### src/rtl/rr_arb_mux.sv
// rr_arb_mux: N-channel valid/ready arbiter feeding one registered output stage.
//
// Selects one input channel per cycle, either a fixed channel given by sel
// (mode=0) or by round-robin search starting at an internal pointer (mode=1).
// The chosen word is captured into the output register one cycle later.
//
// Ports
//   clk        in   rising-edge clock
//   reset      in   synchronous active-high reset
//   in_data    in   CHANNELS*WIDTH packed data; channel k at [k*WIDTH +: WIDTH]
//   in_valid   in   per-channel valid
//   in_ready   out  per-channel ready, combinational, one-hot or zero
//   mode       in   0 = fixed select via sel, 1 = round-robin
//   sel        in   channel index used when mode=0
//   out_data   out  registered selected data
//   out_valid  out  registered output valid
//   out_chan   out  registered index of the channel that supplied out_data
//   out_ready  in   downstream ready
module rr_arb_mux #(
  parameter int unsigned WIDTH    = 4,
  parameter int unsigned CHANNELS = 4,
  parameter int unsigned SEL_W    = 2
) (
  input  logic                      clk,
  input  logic                      reset,
  input  logic [CHANNELS*WIDTH-1:0] in_data,
  input  logic [CHANNELS-1:0]       in_valid,
  output logic [CHANNELS-1:0]       in_ready,
  input  logic                      mode,
  input  logic [SEL_W-1:0]          sel,
  output logic [WIDTH-1:0]          out_data,
  output logic                      out_valid,
  output logic [SEL_W-1:0]          out_chan,
  input  logic                      out_ready
);

  if (SEL_W != $clog2(CHANNELS)) begin : g_bad_sel_w
    $error("rr_arb_mux: SEL_W must equal clog2(CHANNELS)");
  end

  logic [SEL_W-1:0] ptr_q, ptr_d;
  logic [WIDTH-1:0] out_data_q, out_data_d;
  logic             out_valid_q, out_valid_d;
  logic [SEL_W-1:0] out_chan_q, out_chan_d;

  logic             load;
  logic             xfer;
  logic             grant_vld;
  logic [SEL_W-1:0] grant_idx;
  logic [WIDTH-1:0] grant_data;

  // Output register can take a word when empty or being drained this cycle.
  assign load = ~out_valid_q | out_ready;

  // Grant selection. Loops compare against constant k so no variable-width
  // index is ever applied to in_valid; sel values >= CHANNELS never match.
  always_comb begin
    int unsigned idx;
    grant_vld = 1'b0;
    grant_idx = '0;
    idx       = 0;
    if (!mode) begin
      for (int unsigned k = 0; k < CHANNELS; k++) begin
        if ((32'(sel) == k) && in_valid[k]) begin
          grant_vld = 1'b1;
          grant_idx = SEL_W'(k);
        end
      end
    end else begin
      for (int unsigned i = 0; i < CHANNELS; i++) begin
        // ptr_q < CHANNELS, so a single subtract implements the modulo.
        idx = 32'(ptr_q) + i;
        if (idx >= CHANNELS) begin
          idx = idx - CHANNELS;
        end
        for (int unsigned k = 0; k < CHANNELS; k++) begin
          if (!grant_vld && (k == idx) && in_valid[k]) begin
            grant_vld = 1'b1;
            grant_idx = SEL_W'(k);
          end
        end
      end
    end
  end

  // Data mux for the granted channel.
  always_comb begin
    grant_data = '0;
    for (int unsigned k = 0; k < CHANNELS; k++) begin
      if (32'(grant_idx) == k) begin
        grant_data = in_data[k*WIDTH +: WIDTH];
      end
    end
  end

  // Ready goes only to the granted channel, and never during reset so that
  // no upstream word is consumed on a cycle whose capture reset discards.
  always_comb begin
    in_ready = '0;
    if (!reset && load && grant_vld) begin
      for (int unsigned k = 0; k < CHANNELS; k++) begin
        if (32'(grant_idx) == k) begin
          in_ready[k] = 1'b1;
        end
      end
    end
  end

  assign xfer = grant_vld & load & ~reset;

  // Pointer moves past the winner on round-robin transfers only.
  always_comb begin
    ptr_d = ptr_q;
    if (xfer && mode) begin
      if (32'(grant_idx) == CHANNELS - 1) begin
        ptr_d = '0;
      end else begin
        ptr_d = grant_idx + SEL_W'(1);
      end
    end
  end

  // Output stage: capture on transfer, go empty on load without a grant,
  // otherwise hold. Data/chan keep their last values when going empty.
  always_comb begin
    out_valid_d = out_valid_q;
    out_data_d  = out_data_q;
    out_chan_d  = out_chan_q;
    if (load) begin
      out_valid_d = grant_vld;
      if (grant_vld) begin
        out_data_d = grant_data;
        out_chan_d = grant_idx;
      end
    end
  end

  always_ff @(posedge clk) begin
    if (reset) begin
      ptr_q       <= '0;
      out_valid_q <= 1'b0;
      out_data_q  <= '0;
      out_chan_q  <= '0;
    end else begin
      ptr_q       <= ptr_d;
      out_valid_q <= out_valid_d;
      out_data_q  <= out_data_d;
      out_chan_q  <= out_chan_d;
    end
  end

  assign out_data  = out_data_q;
  assign out_valid = out_valid_q;
  assign out_chan  = out_chan_q;

endmodule
### config.mk
export PLATFORM = sky130hd
export DESIGN_NAME = rr_arb_mux
export DESIGN_NICKNAME = d
export VERILOG_FILES = /design/src/rtl/rr_arb_mux.sv
export SDC_FILE = /design/constraint.sdc
export NUM_CORES = 1
export LEC_CHECK = 0
export CAP_MARGIN = 10
export CORE_MARGIN = 2
export CORE_UTILIZATION = 36
export DETAILED_ROUTE_END_ITERATION = 16
export GPL_ROUTABILITY_DRIVEN = 0
export HOLD_SLACK_MARGIN = 0.03
export MAX_ROUTING_LAYER = met4
export PLACE_DENSITY = 0.76
export SYNTH_ARGS = -nofsm -noshare
export SYNTH_HDL_FRONTEND = slang
export SYNTH_SLANG_ARGS = --single-unit
### constraint.sdc
create_clock -name clk -period 2.05 [get_ports clk]
set_input_delay 0.3075 -clock clk [delete_from_list [all_inputs] [get_ports clk]]
set_output_delay 0.3075 -clock clk [all_outputs]
set_load 0.1 [all_outputs]
==> run metrics <==
outcome=finished with violations; failing checks=setup timing; Final WS setup=-0.184 ns; post-synth top area share=23.8%; # nets final=190; Worst Hold Class=reg -> reg; Final TNS setup=-1.00 ns; Total GRT Usage=27.3%; CP max-delay cell=dfxtp_2; R2R Setup Slk=-0.11 ns; share of cells above drive strength 1=52.8%; drt drc=0; peak supply drop=0.463 mV; first-pass GRT wire length=4890 um; max_cap viols=0; latest clock arrival within the worst-skew pair=0.30 ns; CP max stage delay=0.37 ns; wire per inst=17.0 um; R2R Path Start=ptr_q[0]$_SDFFE_PP0P_; global route total overflow=0; cell area power density=610 nW/um2; Post-CTS Hold Buffers=0; Startpoint Class=register; Post-Synthesis Cells=92; die height=49.8 um; Yosys cell types=32; final WL=3170 um; r2r endpoint=out_data[3]$_SDFFE_PP0P_; drt pass-1 iters=4; Sequential cell area=184 um2; IO Pins=37; ys flop type=dfxtp_1; initial antenna violation count=0; Yosys top cell by area=dfxtp_1; Clock Skew=0.0303 ns; fill count=124; Buffers on Ports=36; WS Path Type=reg -> out; Worst Path Max Fanout=5; largest net degree at the start of global routing=10; Worst setup EP type=output pin; CTS tree=done; Reg2Reg Depth=9; Vias/cell=5.30; RSZ-0062 raised after global routing=true; Post-synth EDFFs=0; post-synthesis sequential area ratio=23.8%; clk buf depth=2; Initial Util=38.5%; hold depth=2; vias in the first global route=1,048; 1st-iter DRT viols=31; Die Width=49.8 um; CTS Sinks=9; Slew HR=81.8%; # diodes=0; worst path cell trace=nor2b_2, a211o_2, a31o_4, inv_4, ha_4, buf_6, and2_4, buf_12; Syn. warnings=0; area grow syn2layout=105%; Post-DRT Antenna Nets=0; crit path time final=2.23 ns; Worst-Margin Slew=0.274 ns; Avg Cell Area, Syn=8.21 um2; Placeable Area=1960 um2; Hold Path End=out_valid$_SDFFE_PP0N_; area of the multi-input gates=642 um2; async set or reset register ratio after synthesis=0%; syn nets=122; number of H-tree levels=1; CTS Buf Count=3; P_leak=0.000673 uW; Critical Path AT=1.93 ns; HP Start=out_valid$_SDFFE_PP0N_; Seq cells post-synth=9; post-DP HPWL=1970 um; Final Max Slew Viols=0; via count=986; top cells by area, synth=dfxtp_1 (24%), ha_1 (6.6%), a21oi_1 (4.6%), nor2b_1 (4.1%), a221o_1 (4.0%); Crit path required time=1.74 ns; period utilization=109%; mapped cell area=756 um2; clock edge transition at the registers on the reported setup and hold paths=0.09 ns; clock root cell=clkbuf_4; die area=2480 um2; Post-synth top cells=dfxtp_1 (9), nand2_1 (8), nor2_1 (8); maximum clock frequency=0.448 GHz; most numerous cell in the Yosys netlist=dfxtp_1; final setup fails=8; worst hold slack=0.500 ns; Hold Fails Final Rpt=0; Rows=16
[cell usage in the layout, fill, tap and decap left out, types with 3 or more instances in the layout]
cell             count
nor2b_1              3
buf_6                5
ha_4                 3
clkbuf_4             3
buf_12               4
nor2_1               7
nand2_1              8
a221oi_2             3
dfxtp_2              3
dfxtp_1              6
nor2_2               3
a221o_1              3
buf_4               33
a21oi_1              7
inv_1                5
and2_4               3
clkdlybuf4s50_1     18
[what timing repair did]
item                                    in CTS  in global routing
gates resized for setup                     36                  4
endpoints found under the setup margin       8                  8
buffers inserted                             9                  4
pin swaps                                   11                  3
[power breakdown]
group          internal, uW  switching [uW]  leakage (uW)  total [uW]
clock                  75.4            82.1     0.0000150         157
combinational           242             335      0.000582         577
sequential              197            14.5     0.0000755         212
total                   514             432      0.000673         946
[metrics by stage]
step / util [%] / power (uW) / instance area [um2] / worst slack (ns) / std cells
after detailed placement: 68.0 / 699 / 1330 / -0.649 / 169
after floorplan: - / 525 / 808 / -0.113 / 92
final: 79.0 / 946 / 1550 / -0.184 / 186
after global routing: 79.0 / 991 / 1550 / -0.257 / 186
after CTS: 77.1 / 905 / 1510 / -0.113 / 182
after global placement: 68.0 / 689 / 1330 / -0.568 / 169
[worst max-delay path: cells and delay by family (launching register included)]
family / cells / cell delay (ns)
AND/OR/NAND/NOR: 2 / 0.20
flip-flops: 1 / 0.37
adder cells (fa/ha/maj): 1 / 0.13
buffers and inverters: 3 / 0.35
AO/OA/AOI/OAI: 2 / 0.58
[final cells by class]
cell class / count / area share [%]
Inverter: 8 / 2.26
Clock buffer: 4 / 1.69
Timing Repair Buffer: 67 / 40.6
Sequential cell: 9 / 11.9
Tap cell: 27 / 2.18
Multi-Input combinational cell: 71 / 41.4
[per-layer routing]
metal  GRT usage, %  up-vias  wire length (um)
met1           31.6      469              1380
met5              -        -                 0
met4           7.87        0               101
met2           45.6       38              1540
li1               -      469                 -
met3           8.18       10               149
[worst max-delay path by stage]
stage | startpoint | to | slack, ns | cells after the start
2_1_floorplan | in_valid[3] | in_ready[3] | -0.11 | 7
3_3_place_gp | in_valid[2] | out_data[2]$_SDFFE_PP0P_ | -0.57 | 10
3_5_place_dp | in_valid[2] | out_data[2]$_SDFFE_PP0P_ | -0.65 | 10
4_1_cts | ptr_q[1]$_SDFFE_PP0P_ | in_ready[1] | -0.11 | 8
5_1_grt | ptr_q[0]$_SDFFE_PP0P_ | in_ready[1] | -0.26 | 8
6_report | ptr_q[0]$_SDFFE_PP0P_ | in_ready[1] | -0.18 | 8
[cell families after synthesis]
| logic type | after synthesis | share of synthesized area [%] |
|---|---|---|
| AND/OR/NAND/NOR | 35 | 24.3 |
| adder cells (fa/ha/maj) | 4 | 6.62 |
| flip-flops | 9 | 23.8 |
| multiplexers | 3 | 5.63 |
| AO/OA/AOI/OAI | 29 | 33.3 |
| buffers and inverters | 12 | 6.29 |
[flip-flops by register name (all words and copies together) (netlist names)]
name	cells
out_valid	1
out_chan	2
ptr_q	2
out_data	4
No activity file was read; power rests on OpenSTA's default activity.
